## src/rtl/axi_ddr_sched_pkg.sv

```systemverilog
// Shared types and widths for the DDR address-channel scheduler.
package axi_ddr_sched_pkg;

   localparam int OUTST_W = 4;

   typedef enum logic [1:0] {
      IDLE   = 2'd0,
      GNT_RD = 2'd1,
      GNT_WR = 2'd2
   } sched_state_e;

   typedef enum logic {
      DIR_RD = 1'b0,
      DIR_WR = 1'b1
   } dir_e;

endpackage

```

## src/rtl/axi_ddr_outst_ctr.sv

```systemverilog
// Up/down counter of outstanding transactions for one direction.
// It saturates at MAX_OUTST and holds at zero, where a lone decrement
// is reported as an underflow.
module axi_ddr_outst_ctr
   import axi_ddr_sched_pkg::*;
#(
   parameter int MAX_OUTST = 8
)
(
   input  logic               clk,
   input  logic               rst,
   input  logic               inc,
   input  logic               dec,
   output logic [OUTST_W-1:0] cnt,
   output logic [OUTST_W-1:0] cnt_next,
   output logic               full,
   output logic               empty,
   output logic               underflow
);

   localparam logic [OUTST_W-1:0] MAX_VAL = OUTST_W'(MAX_OUTST);

   // Next count: a simultaneous +1/-1 cancels; a lone -1 at zero is an underflow.
   always_comb begin
      cnt_next  = cnt;
      underflow = 1'b0;
      if (inc && !dec) begin
         if (cnt < MAX_VAL)
            cnt_next = cnt + OUTST_W'(1);
      end else if (dec && !inc) begin
         if (cnt == '0)
            underflow = 1'b1;
         else
            cnt_next = cnt - OUTST_W'(1);
      end
   end

   // Count register.
   always_ff @(posedge clk) begin
      if (rst)
         cnt <= '0;
      else
         cnt <= cnt_next;
   end

   assign full  = (cnt >= MAX_VAL);
   assign empty = (cnt == '0);

endmodule

```

## src/rtl/axi_ddr_txn_scheduler.sv

```systemverilog
// Round-robin AR/AW address gate in front of the external DDR AXI port.
// It caps outstanding reads and writes, supports drain/quiesce, and
// runs a watchdog on responses. Payloads bypass this block.
module axi_ddr_txn_scheduler
   import axi_ddr_sched_pkg::*;
#(
   parameter int MAX_OUTST = 8,
   parameter int TIMEOUT_W = 16
)
(
   input  logic               clk,
   input  logic               rst,
   input  logic               s_ar_valid,
   output logic               s_ar_ready,
   input  logic               s_aw_valid,
   output logic               s_aw_ready,
   output logic               m_ar_valid,
   input  logic               m_ar_ready,
   output logic               m_aw_valid,
   input  logic               m_aw_ready,
   input  logic               r_hs_last,
   input  logic               b_hs,
   input  logic               drain_req_i,
   output logic               drain_ack_o,
   input  logic               err_clr_i,
   output logic               timeout_o,
   output logic               proto_err_o,
   output logic [OUTST_W-1:0] rd_outst_o,
   output logic [OUTST_W-1:0] wr_outst_o
);

   localparam logic [OUTST_W-1:0]   MAX_VAL = OUTST_W'(MAX_OUTST);
   localparam logic [TIMEOUT_W-1:0] WD_MAX  = '1;

   sched_state_e         state, state_next;
   dir_e                 last_gnt, last_gnt_next;
   logic [OUTST_W-1:0]   rd_cnt, rd_cnt_next, wr_cnt, wr_cnt_next;
   logic                 rd_full, rd_empty, rd_uf;
   logic                 wr_full, wr_empty, wr_uf;
   logic                 ar_hs, aw_hs;
   logic                 rd_elig_now, wr_elig_now, rd_elig_post, wr_elig_post;
   logic [TIMEOUT_W-1:0] wd_cnt;
   logic                 wd_clear, wd_fire;

   function automatic sched_state_e arbitrate(input logic rd_ok, input logic wr_ok, input dir_e last);
      if (rd_ok && wr_ok)
         return (last == DIR_RD) ? GNT_WR : GNT_RD;
      else if (rd_ok)
         return GNT_RD;
      else if (wr_ok)
         return GNT_WR;
      else
         return IDLE;
   endfunction

   axi_ddr_outst_ctr #(.MAX_OUTST(MAX_OUTST)) u_rd_ctr (
      .clk       (clk),
      .rst       (rst),
      .inc       (ar_hs),
      .dec       (r_hs_last),
      .cnt       (rd_cnt),
      .cnt_next  (rd_cnt_next),
      .full      (rd_full),
      .empty     (rd_empty),
      .underflow (rd_uf)
   );

   axi_ddr_outst_ctr #(.MAX_OUTST(MAX_OUTST)) u_wr_ctr (
      .clk       (clk),
      .rst       (rst),
      .inc       (aw_hs),
      .dec       (b_hs),
      .cnt       (wr_cnt),
      .cnt_next  (wr_cnt_next),
      .full      (wr_full),
      .empty     (wr_empty),
      .underflow (wr_uf)
   );

   // The granted channel passes straight through; the other is held off.
   always_comb begin
      m_ar_valid = (state == GNT_RD) & s_ar_valid;
      s_ar_ready = (state == GNT_RD) & m_ar_ready;
      m_aw_valid = (state == GNT_WR) & s_aw_valid;
      s_aw_ready = (state == GNT_WR) & m_aw_ready;
   end

   assign ar_hs = m_ar_valid & m_ar_ready;
   assign aw_hs = m_aw_valid & m_aw_ready;

   // "post" eligibility looks at the counts as they will be after this cycle,
   // so a back-to-back grant never pushes a direction past its cap.
   assign rd_elig_now  = s_ar_valid & ~rd_full & ~drain_req_i;
   assign wr_elig_now  = s_aw_valid & ~wr_full & ~drain_req_i;
   assign rd_elig_post = s_ar_valid & (rd_cnt_next < MAX_VAL) & ~drain_req_i;
   assign wr_elig_post = s_aw_valid & (wr_cnt_next < MAX_VAL) & ~drain_req_i;

   // Grant sequencing. A grant with no valid presented has nothing to keep
   // stable, so it is re-arbitrated like IDLE rather than parked forever.
   always_comb begin
      state_next    = state;
      last_gnt_next = last_gnt;
      case (state)
         GNT_RD: begin
            if (ar_hs) begin
               last_gnt_next = DIR_RD;
               state_next    = arbitrate(rd_elig_post, wr_elig_post, DIR_RD);
            end else if (!s_ar_valid) begin
               state_next = arbitrate(rd_elig_now, wr_elig_now, last_gnt);
            end
         end
         GNT_WR: begin
            if (aw_hs) begin
               last_gnt_next = DIR_WR;
               state_next    = arbitrate(rd_elig_post, wr_elig_post, DIR_WR);
            end else if (!s_aw_valid) begin
               state_next = arbitrate(rd_elig_now, wr_elig_now, last_gnt);
            end
         end
         default: begin
            state_next = arbitrate(rd_elig_now, wr_elig_now, last_gnt);
         end
      endcase
   end

   // State and last-grant registers; after reset reads win the first tie.
   always_ff @(posedge clk) begin
      if (rst) begin
         state    <= IDLE;
         last_gnt <= DIR_WR;
      end else begin
         state    <= state_next;
         last_gnt <= last_gnt_next;
      end
   end

   // Drain acknowledge: idle with nothing outstanding while drain is requested.
   always_ff @(posedge clk) begin
      if (rst)
         drain_ack_o <= 1'b0;
      else
         drain_ack_o <= drain_req_i & (state == IDLE) & rd_empty & wr_empty;
   end

   assign wd_clear = r_hs_last | b_hs | (rd_empty & wr_empty);
   assign wd_fire  = ~wd_clear & (wd_cnt == WD_MAX - TIMEOUT_W'(1));

   // Response watchdog: counts cycles without a response while work is pending,
   // and sticks at all-ones instead of wrapping.
   always_ff @(posedge clk) begin
      if (rst)
         wd_cnt <= '0;
      else if (wd_clear)
         wd_cnt <= '0;
      else if (wd_cnt != WD_MAX)
         wd_cnt <= wd_cnt + TIMEOUT_W'(1);
   end

   // Sticky error flags; a new event in the clearing cycle keeps the flag set.
   always_ff @(posedge clk) begin
      if (rst) begin
         timeout_o   <= 1'b0;
         proto_err_o <= 1'b0;
      end else begin
         timeout_o   <= wd_fire | (timeout_o & ~err_clr_i);
         proto_err_o <= rd_uf | wr_uf | (proto_err_o & ~err_clr_i);
      end
   end

   assign rd_outst_o = rd_cnt;
   assign wr_outst_o = wr_cnt;

endmodule

```

## config.mk

```make
export PLATFORM = sky130hd
export DESIGN_NAME = axi_ddr_txn_scheduler
export DESIGN_NICKNAME = d
export VERILOG_FILES = /design/src/rtl/axi_ddr_sched_pkg.sv /design/src/rtl/axi_ddr_outst_ctr.sv /design/src/rtl/axi_ddr_txn_scheduler.sv
export SDC_FILE = /design/constraint.sdc
export NUM_CORES = 1
export LEC_CHECK = 0
export CORE_ASPECT_RATIO = 0.5
export CORE_MARGIN = 5
export CORE_UTILIZATION = 35
export CTS_CLUSTER_SIZE = 8
export DETAILED_ROUTE_END_ITERATION = 10
export DONT_BUFFER_PORTS = 1
export GPL_TIMING_DRIVEN = 0
export RECOVER_POWER = 100
export REMOVE_ABC_BUFFERS = 1
export SYNTH_ARGS = -nofsm -noshare
export SYNTH_HDL_FRONTEND = slang
export SYNTH_HIERARCHICAL = 1
export SYNTH_SLANG_ARGS = --single-unit
```

## constraint.sdc

```tcl
create_clock -name clk -period 4.3 [get_ports clk]
set_input_delay 0.43 -clock clk [delete_from_list [all_inputs] [get_ports clk]]
set_output_delay 0.43 -clock clk [all_outputs]
set_load 0.01 [all_outputs]
```

; Word level (Yosys, flattened, before mapping)
; Index checks and enable logic that the tools add are counted.
; W data, S select, Z words.
[totals]
regBits = 30
input_bits = 10
elab_cells = 105
[classes]
addsub = 5
n_lt_le_gt_ge = 6
eq_ne = 8
muxes = 30
bitwise = 31
n_reduce_logical = 17
[ops]
columns = op, n
row1 = $mux W4, 8
row2 = $mux W2, 12
row3 = $and A1 B1 Y1, 21
row4 = $add A16 B1 Y16 const B, 1
row5 = $eq A16 B16 Y1 const B, 1
row6 = $lt A4 B4 Y1 const B, 4
row7 = $ne A16 B16 Y1 const B, 1
row8 = $add A4 B1 Y4 const B, 2
row9 = $ge A4 B4 Y1 const B, 2
row10 = $logic_not A4 Y1, 2
row11 = $mux W1, 8
row12 = $sub A4 B1 Y4 const B, 2
row13 = $logic_and A1 B1 Y1, 6
row14 = $ne A3 B2 Y1 const B, 2
row15 = $not A1 Y1, 5
row16 = $or A1 B1 Y1, 5
row17 = $logic_not A1 Y1, 4
row18 = $ne A2 B1 Y1 const B, 2
row19 = $pmux W2 S2, 1
row20 = $reduce_and A3 Y1, 1
row21 = $eq A2 B1 Y1 const B, 1
row22 = $eq A2 B2 Y1 const B, 1
row23 = $logic_not A2 Y1, 1
row24 = $pmux W1 S2, 1
row25 = other kinds (3), 3

; Logic depth before layout (Yosys ltp)
[logic_depth]
depth_word = 15
depth_mapped = 11

; Hierarchy
; The synthesis kept the hierarchy.
[modules_own_cells]
columns = module, instances, cells_per_inst, area_per_inst_um2
row1 = axi_ddr_txn_scheduler, 1, 158, 1372.6
row2 = axi_ddr_outst_ctr, 2, 51, 390.4

; Least setup slack after synthesis
; No wires, ideal clock.
[synth_timing]
path_kind = register -> register
start = reg state[0]
end = reg state[0]
setup_time_ns = 0.122
arrival_time_ns = 2.056
slack_ns = 2.122
path_stages_with_launch = 12
n_path_buf = 1
cell_sequence = dfxtp_1 -> inv_1 -> ha_1 -> and3_1 -> buf_2 -> nor4_1 -> nand2b_1 -> nand3_1 -> nand2b_1 -> a21oi_1 -> nor3_1 -> a221o_1
[synth_via]
elab_chain_len = 14
word_cells_on_any_way = 32
cone_classes = 2 x order compare / 4 x eq/ne / 10 x mux / 8 x bitwise / 8 x reduce/logical
[synth_rtl]
columns = item, line
row1 = "start, declared", axi_ddr_txn_scheduler.sv:35  ; sched_state_e state, state_next;
row2 = "start signal, assigned", axi_ddr_txn_scheduler.sv:132  ; state <= state_next;
row3 = $eq A2 B2 Y1 (*), axi_ddr_txn_scheduler.sv:84  ; m_aw_valid = (state == GNT_WR) & s_aw_valid;
row4 = $and A1 B1 Y1 (*), axi_ddr_txn_scheduler.sv:84
row5 = $and A1 B1 Y1 (*), axi_ddr_txn_scheduler.sv:89  ; assign aw_hs = m_aw_valid & m_aw_ready;
row6 = via aw_hs, axi_ddr_txn_scheduler.sv:40  ; logic ar_hs, aw_hs;
row7 = $logic_not A1 Y1, axi_ddr_outst_ctr.sv:30  ; end else if (dec && !inc) begin
row8 = $logic_and A1 B1 Y1, axi_ddr_outst_ctr.sv:30
row9 = $mux W4, axi_ddr_outst_ctr.sv:30
row10 = $mux W4 (*), axi_ddr_outst_ctr.sv:27  ; if (inc && !dec) begin
row11 = via wr_cnt_next[3], axi_ddr_txn_scheduler.sv:37  ; logic [OUTST_W-1:0] rd_cnt, rd_cnt_next, wr_cnt, wr_cnt_next;
row12 = $lt A4 B4 Y1 (*), axi_ddr_txn_scheduler.sv:96  ; assign wr_elig_post = s_aw_valid & (wr_cnt_next < MAX_VAL) & ~drain_req_i;
row13 = $and A1 B1 Y1 (*) (2 in a row), axi_ddr_txn_scheduler.sv:96
row14 = $logic_and A1 B1 Y1 (*), axi_ddr_txn_scheduler.sv:46  ; if (rd_ok && wr_ok)
row15 = $mux W2, axi_ddr_txn_scheduler.sv:46
row16 = "$mux W2, on equally long branches", "axi_ddr_txn_scheduler.sv:113, axi_ddr_txn_scheduler.sv:105"
row17 = $pmux W2 S2 (*), axi_ddr_txn_scheduler.sv:103  ; case (state)
; Mark *: on every way through the listed nets, which the timed path passes. The rest lies on a longest branch.
; A chain may end at the register's enable or synchronous reset.

; Final worst setup path
[layout_timing]
start = reg u_wr_ctr.cnt[0]
end = reg wd_cnt[4]
[layout_via]
elab_chain_len = 4
[layout_rtl]
columns = item, line
row1 = "start, declared", axi_ddr_outst_ctr.sv:14  ; output logic [OUTST_W-1:0] cnt,
row2 = "start signal, assigned", axi_ddr_outst_ctr.sv:43  ; cnt <= cnt_next;
row3 = $logic_not A4 Y1, axi_ddr_outst_ctr.sv:47  ; assign empty = (cnt == '0);
row4 = via wr_empty, axi_ddr_txn_scheduler.sv:39  ; logic wr_full, wr_empty, wr_uf;
row5 = $and A1 B1 Y1, axi_ddr_txn_scheduler.sv:145  ; assign wd_clear = r_hs_last | b_hs | (rd_empty & wr_empty);
row6 = $or A1 B1 Y1, axi_ddr_txn_scheduler.sv:145
row7 = $reduce_or A2 Y1 (no line), --
row8 = "end signal, assigned", axi_ddr_txn_scheduler.sv:156  ; wd_cnt <= wd_cnt + TIMEOUT_W'(1);
row9 = "end, declared", axi_ddr_txn_scheduler.sv:42  ; logic [TIMEOUT_W-1:0] wd_cnt;
; The timed path passes the listed nets, and every way through them passes these cells.

==> impl_metrics.tcl <==
set metrics [dict create \
    timing.rr.end "wd_cnt[4]$_SDFFE_PP0P_" \
    max-vdd-ir-drop_v 0.000132 \
    crit_required_ns 4.50 \
    grt_usage_pct 12.1 \
    hold_depth 1 \
    post_drt_wl_per_cell_um 14.2 \
    sequentialPowerShare_pct 36.0 \
    clk_latency_ns 0.28 \
    coreArea_um2 5980 \
    crit_fanout 16 \
    cts_tree "done" \
    grt_setup_unrepaired "no" \
    ys_warn_count 6 \
    worstMarginPinSlew_ns 1.55 \
    hold_end "u_wr_ctr/cnt[2]$_SDFF_PP0_" \
    maxSlewViolCount 17 \
    fin_nets 262 \
    synth_area_per_cell_um2 8.37 \
    dr.pass1.iters 4 \
    grt_pass1_wl_um 7770 \
    antenna_cells 0 \
    finalHoldViolCount 0 \
    dpl.hpwl_um 3120 \
    use_met3_pct 3.96 \
    syn-instance-count 254 \
    fp.dieH_um 65.1 \
    port_buffers 0 \
    p_sw_share_pct 34.0 \
    grt_max_degree 18 \
    crit_path_start_kind "flip-flop" \
    reg2reg_slack_ns 1.13 \
    power.switching_uw 370 \
    r2r_start "u_wr_ctr/cnt[0]$_SDFF_PP0_" \
    clock_skew_ns 0.00294 \
    cts_resized 0 \
    run_status "complete, but fails checks" \
    final_antenna_net_count 0 \
    drv_cap 1 \
    clk_pin_slew_ns 0.05 \
    fp.dieW_um 120 \
    ios 25 \
    cts_max_level 2 \
    layout-drive-gt1-share_pct 8.61 \
    hold_ws_ns 0.215 \
    cp-end-kind "flip-flop" \
    clockBufferDepth 2 \
    period_needed_ns 3.17 \
    gp_congestion 0.782 \
    netlist_area_um2 2130 \
    p_int_uw 717 \
    critPathKind "reg -> reg" \
    met2_usage_pct 20.5 \
    cts_setup_buffers 0 \
    area_delta_synth_final_pct 5.77 \
    power.share.combinational_pct 28.4 \
    holdBufCountCts 0 \
    cts_sinks 30 \
    min_from "rst" \
    powerDensity_nw_per_um2 483 \
    finalSetupTns_ns 0 \
    grt_pass1_vias 1689 \
    overflow 0 \
    cts_buffers 5 \
    fmaxAchievable_ghz 0.316 \
    remaining_drc_errors 0 \
    fp-row-count 20 \
    max-slew-margin-rel_pct -3.56 \
    timing.final.crit_share_pct 73.7 \
    grt_antenna_before_repair 0 \
    ff2ff_path_depth 7 \
    vias 1764 \
    cts_root_buf "clkbuf_16" \
    p_leak_nw 0.800 \
    critPathArrivalTime_ns 3.37 \
    fp.dieArea_um2 7830 \
    drt_wl_total_um 4550 \
    violations "max-capacitance violations, max-slew violations" \
    start_util_pct 35.5 \
    gr-max-usage-layer "met2" \
    setup_viol 0 \
    p_clk_share_pct 35.7 \
    gr-usage-met1_pct 15.0 \
    first_iter_violations 100 \
    hold_path.class "in -> reg" \
    via_per_inst 5.50 \
]
==> worst max-delay path, cell delays in order, from the launching register on <==
cell	delay, ns
dfxtp_1	0.54
inv_1	0.08
ha_1	0.25
or3b_1	0.30
inv_1	0.12
a2111oi_2	1.34
o21ai_0	0.23
a31oi_1	0.22
==> area by class of cell <==
class                           instances  area (um^2)
Clock buffer                            8          166
Fill cell                             613         3730
Inverter                               16         60.1
Multi-Input combinational cell        190         1330
Sequential cell                        30          601
Tap cell                               77         96.3
==> metrics by stage <==
step / setup slack [ns] / cell area (um^2) / power [mW] / util, % / cells
2_1_floorplan: 2.12 / 2000 / 0.643 / - / 236
3_3_place_gp: 1.70 / 2100 / 0.701 / 35.1 / 313
3_5_place_dp: 1.67 / 2100 / 0.712 / 35.1 / 313
4_1_cts: 1.64 / 2270 / 1.11 / 37.9 / 321
5_1_grt: 0.665 / 2250 / 1.16 / 37.6 / 321
6_report: 1.13 / 2250 / 1.09 / 37.6 / 321
==> layer usage <==
layer,vias to the layer above,wire [um]
li1,914,-
met1,830,2240
met2,17,2140
met3,3,141
met4,0,24
met5,-,0
==> worst max path at each step <==
| stage | startpoint | to | slack (ns) | depth (start not counted) |
|---|---|---|---|---|
| after floorplan | u_wr_ctr/cnt[0]$_SDFF_PP0_ | wd_cnt[4]$_SDFFE_PP0P_ | 2.12 | 7 |
| after global placement | u_wr_ctr/cnt[0]$_SDFF_PP0_ | wd_cnt[4]$_SDFFE_PP0P_ | 1.70 | 7 |
| after detailed placement | u_wr_ctr/cnt[0]$_SDFF_PP0_ | wd_cnt[4]$_SDFFE_PP0P_ | 1.67 | 7 |
| after CTS | u_wr_ctr/cnt[0]$_SDFF_PP0_ | wd_cnt[4]$_SDFFE_PP0P_ | 1.64 | 7 |
| after global routing | u_wr_ctr/cnt[0]$_SDFF_PP0_ | wd_cnt[4]$_SDFFE_PP0P_ | 0.66 | 7 |
| final | u_wr_ctr/cnt[0]$_SDFF_PP0_ | wd_cnt[4]$_SDFFE_PP0P_ | 1.13 | 7 |
==> cells in the final DEF (no fill, tap or decap), types with 3 or more instances in the layout <==
master      n
dfxtp_1    30
nand2_1    22
inv_1      16
nand2b_1   16
a21oi_1    13
o21ai_0    11
nand3_1     9
ha_1        9
mux2i_1     8
nor3_1      8
a31oi_1     7
nor2b_1     7
nor2_1      6
nand4_1     5
nor3b_1     5
clkbuf_16   5
and2_0      4
and2_1      4
and4_1      3
o211ai_1    3
a41o_1      3
nand4b_1    3
clkbuf_8    3
==> flip-flops by register name, summed over array words and instances (netlist names) <==
name / flops
u_wr_ctr/cnt: 4
state: 2
proto_err_o: 1
drain_ack_o: 1
wd_cnt: 16
u_rd_ctr/cnt: 4
last_gnt: 1
timeout_o: 1
==> power groups by stage <==
stage	Sequential, mW	Combinational, mW	Clock, mW
floorplan	0.375	0.268	0
global placement	0.394	0.307	0
detailed placement	0.395	0.317	0
CTS	0.390	0.320	0.399
global route	0.398	0.349	0.409
finish	0.391	0.309	0.388
Power figures use the tool's default switching activity.
